==> src/rtl/spi_arb_pkg.sv <==
// rtl/spi_arb_pkg.sv - shared state encoding and requester indices for spi_arb
//
// Purpose : common definitions imported by the SPI arbiter and its users.
// Contents: arb_state_e (IDLE/XFER/GAP), REQ_INERT / REQ_A2D requester indices.
package spi_arb_pkg;

   typedef enum logic [1:0] {
      ST_IDLE = 2'd0,
      ST_XFER = 2'd1,
      ST_GAP  = 2'd2
   } arb_state_e;

   localparam logic REQ_INERT = 1'b0;   // inertial sensor interface
   localparam logic REQ_A2D   = 1'b1;   // A2D / IR interface

endpackage

==> src/rtl/spi_arb.sv <==
// rtl/spi_arb.sv - two-requester round-robin arbiter in front of one SPI_mnrch
//
// Purpose : shares one SPI master between the inertial (0) and A2D/IR (1)
//           interfaces; forces GAP_CYC idle clocks between transactions and
//           aborts a transaction via watchdog if spi_done never arrives.
// Ports   : clk, rst_n           clock, async active-low reset
//           req*/lock*/wt_data*  requester side inputs
//           gnt*/done*/err*      one-cycle pulses back to requesters
//           rd_data              broadcast read word (combinational pass-through)
//           wrt/wt_data          start pulse and command word to SPI_mnrch
//           spi_done/spi_rd_data/spi_SS_n  from SPI_mnrch
//           SS0_n/SS1_n          per-slave selects
module spi_arb
   import spi_arb_pkg::*;
#(
   parameter int GAP_CYC = 2,
   parameter int TO_W    = 16
) (
   input  logic        clk,
   input  logic        rst_n,
   input  logic        req0,
   input  logic        req1,
   input  logic        lock0,
   input  logic        lock1,
   input  logic [15:0] wt_data0,
   input  logic [15:0] wt_data1,
   output logic        gnt0,
   output logic        gnt1,
   output logic        done0,
   output logic        done1,
   output logic        err0,
   output logic        err1,
   output logic [15:0] rd_data,
   output logic        wrt,
   output logic [15:0] wt_data,
   input  logic        spi_done,
   input  logic [15:0] spi_rd_data,
   input  logic        spi_SS_n,
   output logic        SS0_n,
   output logic        SS1_n
);

   arb_state_e      state_q, state_d;
   logic            owner_q, owner_d;
   logic            prio_q,  prio_d;
   logic [TO_W-1:0] wd_q,    wd_d;
   logic [3:0]      gap_q,   gap_d;

   logic win;
   logic own_lock;
   logic xfer_end;

   always_ff @(posedge clk or negedge rst_n) begin
      if (!rst_n) begin
         state_q <= ST_IDLE;
         owner_q <= REQ_INERT;
         prio_q  <= REQ_INERT;
         wd_q    <= '0;
         gap_q   <= '0;
      end else begin
         state_q <= state_d;
         owner_q <= owner_d;
         prio_q  <= prio_d;
         wd_q    <= wd_d;
         gap_q   <= gap_d;
      end
   end

   assign rd_data  = spi_rd_data;
   assign own_lock = (owner_q == REQ_A2D) ? lock1 : lock0;

   always_comb begin
      state_d  = state_q;
      owner_d  = owner_q;
      prio_d   = prio_q;
      wd_d     = wd_q;
      gap_d    = gap_q;
      gnt0     = 1'b0;
      gnt1     = 1'b0;
      done0    = 1'b0;
      done1    = 1'b0;
      err0     = 1'b0;
      err1     = 1'b0;
      wrt      = 1'b0;
      wt_data  = 16'h0000;
      win      = REQ_INERT;
      xfer_end = 1'b0;

      case (state_q)
         ST_IDLE: begin
            if (req0 || req1) begin
               // A lone requester wins outright; a tie goes to the pointer.
               win     = (req0 && req1) ? prio_q : req1;
               wrt     = 1'b1;
               wt_data = (win == REQ_A2D) ? wt_data1 : wt_data0;
               gnt0    = (win == REQ_INERT);
               gnt1    = (win == REQ_A2D);
               owner_d = win;
               // The wrt cycle itself is watchdog count 1.
               wd_d    = TO_W'(1);
               state_d = ST_XFER;
            end
         end

         ST_XFER: begin
            // spi_done takes precedence over a simultaneous watchdog expiry.
            if (spi_done) begin
               done0    = (owner_q == REQ_INERT);
               done1    = (owner_q == REQ_A2D);
               xfer_end = 1'b1;
            end else if (&wd_q) begin
               err0     = (owner_q == REQ_INERT);
               err1     = (owner_q == REQ_A2D);
               xfer_end = 1'b1;
            end else begin
               wd_d = wd_q + TO_W'(1);
            end

            if (xfer_end) begin
               prio_d  = own_lock ? owner_q : ~owner_q;
               wd_d    = '0;
               gap_d   = '0;
               state_d = (GAP_CYC == 0) ? ST_IDLE : ST_GAP;
            end
         end

         ST_GAP: begin
            if (gap_q == 4'(GAP_CYC - 1)) begin
               gap_d   = '0;
               state_d = ST_IDLE;
            end else begin
               gap_d = gap_q + 4'd1;
            end
         end

         default: state_d = ST_IDLE;
      endcase

      // Pulses must stay quiet while reset is held even if req is high.
      if (!rst_n) begin
         gnt0    = 1'b0;
         gnt1    = 1'b0;
         done0   = 1'b0;
         done1   = 1'b0;
         err0    = 1'b0;
         err1    = 1'b0;
         wrt     = 1'b0;
         wt_data = 16'h0000;
      end
   end

   assign SS0_n = (state_q == ST_XFER && owner_q == REQ_INERT) ? spi_SS_n : 1'b1;
   assign SS1_n = (state_q == ST_XFER && owner_q == REQ_A2D)   ? spi_SS_n : 1'b1;

endmodule

==> config.mk <==
export PLATFORM = sky130hd
export DESIGN_NAME = spi_arb
export DESIGN_NICKNAME = d
export VERILOG_FILES = /design/src/rtl/spi_arb_pkg.sv /design/src/rtl/spi_arb.sv
export SDC_FILE = /design/constraint.sdc
export NUM_CORES = 1
export LEC_CHECK = 0
export ABC_CLOCK_PERIOD_IN_PS = 1900
export CAP_MARGIN = 20
export CORE_UTILIZATION = 25
export DETAILED_ROUTE_END_ITERATION = 8
export GPL_TIMING_DRIVEN = 0
export PLACE_DENSITY = 0.67
export SLEW_MARGIN = 40
export SYNTH_ARGS = -nofsm -noshare
export SYNTH_HDL_FRONTEND = slang
export SYNTH_SLANG_ARGS = --single-unit
==> constraint.sdc <==
create_clock -name clk -period 1.9 [get_ports clk]
set_input_delay 0.285 -clock clk [delete_from_list [all_inputs] [get_ports clk]]
set_output_delay 0.285 -clock clk [all_outputs]
set_load 0.1 [all_outputs]
; Word level (Yosys, flattened, before mapping)
; Index checks and enable logic that the tools add are counted.
[word_totals]
reg_bits = 24
latchBits = 0
mem_bits_rw = 0
rom_bits = 0
inputBits = 56
out_inout_bits = 41
word_cells = 77
n_memories = 0
[op_classes]
n_addsub = 2
mul = 0
div_mod_pow = 0
order_cmp = 0
n_eq_ne = 8
shift = 0
muxes = 47
bitwise = 2
reduce_logical = 13
[op_table]
columns = op, n
row1 = 2-to-1 mux 16 bit, 8
row2 = case mux 16 bit (2 select lines), 1
row3 = 2-to-1 mux 1 bit, 31
row4 = "adder 16 x 1 -> 16 bit, second input constant", 1
row5 = AND reduction 16 bit, 1
row6 = 2-to-1 mux 4 bit, 2
row7 = case mux 4 bit (2 select lines), 1
row8 = 2-to-1 mux 2 bit, 3
row9 = "!= test 3 x 2 -> 1 bit, second input constant", 2
row10 = case mux 2 bit (3 select lines), 1
row11 = AND reduction 2 bit, 3
row12 = "adder 4 x 1 -> 4 bit, second input constant", 1
row13 = "equality test 4 x 1 -> 1 bit, second input constant", 1
row14 = "!= test 2 bit, second input constant", 2
row15 = AND reduction 4 bit, 1
row16 = nonzero test 2 bit, 2
row17 = logical AND 1 bit, 3
row18 = AND reduction 3 bit, 1
row19 = "equality test 2 x 1 -> 1 bit, second input constant", 1
row20 = "equality test 2 bit, second input constant", 1
row21 = zero test 2 bit, 1
row22 = "!= test 2 x 1 -> 1 bit, second input constant", 1
row23 = NOT 1 bit, 2
row24 = logical OR 1 bit, 1

; Depth between registers and ports, before layout
[logic_depth]
depth_word = 6
mapped_depth = 6
ltp_nobuf = 6

; Least setup slack after synthesis
; Ideal clock, no wire load.
[synth_path]
path_type = reg-to-output
startpoint = register wd_q[2]
endpoint = output port err0
arrival_ns = 4.054
t_required_ns = 1.615
setup_slack_ns = -2.439
path_stages_with_launch = 6
path_buffers = 0
cell_sequence = dfrtp_1 nand4_2 nor2_4 nand2_4 or3_1 nor4_1
[synth_via]
elab_chain_len = 5
[synth_lines]
columns = element, line
row1 = "start, declared", spi_arb.sv:46  ; logic [TO_W-1:0] wd_q, wd_d;
row2 = "start signal, assigned", spi_arb.sv:64  ; wd_q <= wd_d;
row3 = AND reduction 16 bit, spi_arb.sv:111  ; end else if (&wd_q) begin
row4 = 2-to-1 mux 1 bit, spi_arb.sv:111
row5 = 2-to-1 mux 1 bit, spi_arb.sv:107  ; if (spi_done) begin
row6 = 2-to-1 mux 1 bit, spi_arb.sv:89  ; case (state_q)
row7 = 2-to-1 mux 1 bit, spi_arb.sv:140  ; if (!rst_n) begin
row8 = "end, declared", spi_arb.sv:31  ; output logic err0,
; Every way passes these cells.

; Final worst setup path
[layout_path]
startpoint = register state_q[0]
endpoint = output port wt_data[1]
[layout_via]
elab_chain_len = 3
[layout_lines]
columns = element, line
row1 = "start, declared", spi_arb.sv:43  ; arb_state_e state_q, state_d;
row2 = "start signal, assigned", spi_arb.sv:61  ; state_q <= state_d;
row3 = zero test 2 bit, spi_arb.sv:89
row4 = 2-to-1 mux 16 bit, spi_arb.sv:89
row5 = 2-to-1 mux 16 bit, spi_arb.sv:140
row6 = "end, declared", spi_arb.sv:35  ; output logic [15:0] wt_data,
; Every way passes these cells.

==> results.yml <==
timing:
  fmax_mhz: 470.1
  post-route-worst-setup-slack_ns: -0.2274
  report.final.hold_viol_count: 0
  post-route-period-util_pct: 112.0
  drv_slew: 0
  setup_viol: 20
  rsz0062_at_grt: "yes"
  finalCriticalPeriod_ns: 2.127
  worstMarginPinSlew_ns: 0.5166
  slew_headroom_pct: 65.56
  fin_worst_skew_ns: 0.005067
floorplan:
  die_w_um: 83.34
  die_h_um: 83.34
  core_region_area_um2: 6386
  rows: 29
  ioPinCount: 97
  start_util_pct: 25.90
  fp.dieArea_um2: 6946
route:
  drc: 0
  drt_iter0_markers: 60
  drt-pass1-iter-count: 4
  via_count: 1844
  viasPerCell: 4.944
  wl_um: 5673
  wl_per_cell_um: 15.21
  ant_nets: 0
outcome:
  violations: "negative setup slack"
  outcome: "finished with violations"
yosys:
  ys_types: 45
  synthArstFlopShare_pct: 100.0
  synthFlopType: "dfrtp_1"
  yosysMostFrequentCell: "dfrtp_1"
  netlist.area_leader.share_pct: 36.31
  synth_seq_cells: 24
  synthesis.nets: 243
  synth_edf_count: 0
  yosysWarnings: 0
  syn_inst: 184
  yosys-top-cells-area: "dfrtp_1, a22o_1, buf_4, nor2_1, nand3_1"
  seq_area_frac_synth_pct: 36.31
  avgSynthCellArea_um2: 8.990
  yosysTopAreaCell: "dfrtp_1"
  synth_common_cells: "dfrtp_1, nor2_1, a22o_1"
  post_synth_instance_area_um2: 1654
grt:
  grt-ovfl-total: 0
  grt_antenna_before_repair: 0
  grt_max_degree: 25
  grt_first_pass_wirelength_um: 9066
  grt_util_all_layers_pct: 16.17
  grt_pass1_vias: 1852
finish:
  drive_gt1_share_pct: 48.99
  fin_util_pct: 51.41
  diodes: 0
  nets: 356
  area_growth_pct: 98.49
worst_setup_path:
  crit_buf_inv: 3
  rrSetupSlack_ns: 0.02
  critPathKind: "flip-flop to output port"
  critPathTopFamily: "compound AO/OA/AOI/OAI gates"
  cp-end-kind: "output port"
  required_ns: 1.62
  slowest_delay_ns: 0.42
  cp_cell_sequence: "nor2_4 > o21ai_4 > a211oi_4 > buf_4 > buf_6 > a22o_4 > buf_12"
  slowest_stage: "dfrtp_1"
  cp-start-kind: "flip-flop"
  path_max_fanout: 4
  crit_arrival_ns: 1.84
clocking:
  cts_tree: "built"
  clk_latency_ns: 0.27
  cts_buffer_depth: 2
  numCtsBuffers: 3
  cts_root_buffer: "clkbuf_8"
  clkTransAtPathRegs_ns: 0.09
  cts.sinks: 24
  ctsHtreeMaxLevel: 1
place:
  gp_congestion: 0.7933
  numPortBuffers: 80
  dp_slack_ns: -0.8218
  dp_hpwl_um: 3515
hold_path:
  hp-class: "flip-flop to flip-flop"
power:
  ir_drop_v: 0.0006850
  powerDensity_nw_per_um2: 1061
  leakagePower_nw: 1.475
  p_total_mw: 3.484
flow_run:
  max_cap_violations: 0
==> per-stage QoR <==
| step | setup TNS (ns) | area [µm²] | hold slack [ns] | std cells |
|---|---|---|---|---|
| after floorplan | -1.060 | 1823 | -0.01059 | 184 |
| after global placement | -55.40 | 2720 | 0.4491 | 341 |
| after detailed placement | -16.61 | 2510 | 0.3198 | 341 |
| after CTS | -2.170 | 3233 | 0.4771 | 371 |
| after global routing | -4.727 | 3283 | 0.5058 | 373 |
| final | -2.923 | 3283 | 0.4725 | 373 |
==> flip-flops by register name (all words and copies together) (netlist names) <==
register	cells
wd_q	16
gap_q	4
state_q	2
owner_q	1
prio_q	1
==> layout make-up <==
class	instances	area [µm²]
buffer	20	165.2
sequential	24	603.1
clock buffer	4	55.05
multi-input combinational	135	1160
fill	576	3103
tap	77	96.34
timing repair buffer	109	1185
inverter	4	18.77
==> final timing paths <==
check | startpoint | endpoint | cells after the start
hold / removal | gap_q[3] | gap_q[3] | 1
setup / recovery | state_q[0] | wt_data[1] | 7
hold reg to reg | gap_q[3] | gap_q[3] | 1
setup reg to reg | wd_q[10] | prio_q | 6
min in group asynchronous | rst_n | wd_q[8] | 3
max in group asynchronous | rst_n | state_q[1] | 3
==> cell usage in the layout, fill, tap and decap left out, types with 3 or more instances in the layout <==
cell type         n
buf_4            39
clkdlybuf4s50_1  35
dfrtp_1          22
buf_12           22
buf_2            17
a22o_4           16
nor2_1           13
nand2_1          12
nand3_1          10
buf_6             9
o21ai_0           7
a21oi_1           5
nand2b_1          4
nor2_2            4
nand4_1           4
nor3_1            4
xnor2_1           4
and3_1            4
xor2_1            4
clkbuf_8          4
nor2_4            3
dlygate4sd2_1     3
==> power by group <==
part / switching (mW) / internal (mW)
clock: 0.173 / 0.185
sequential: 0.118 / 0.604
combinational: 1.47 / 0.931
==> per-layer routing <==
metal / vias up / share of wire, % / track usage, %
li1: 884 / - / -
met1: 880 / 40 / 18.29
met2: 80 / 53 / 31.22
met3: 0 / 7.3 / 3.579
met4: 0 / 0 / 2.351
met5: - / 0 / 0
==> cell families after synthesis <==
family	Yosys count	share of synthesized area, %
xor+xnor	8	4.236
compound gates	46	21.03
flops	24	36.31
buf+inv	26	10.21
fa+ha+maj	3	2.270
mux	3	1.967
simple gates	74	23.98
==> repair_timing <==
item	CTS	global route
hold buffers	2	0
setup buffers	23	6
hold endpoints to repair	24	0
setup endpoints to repair	34	39
resized for setup	110	21
gates cloned	1	1
pin swaps	22	11
Power figures use the tool's default switching activity.
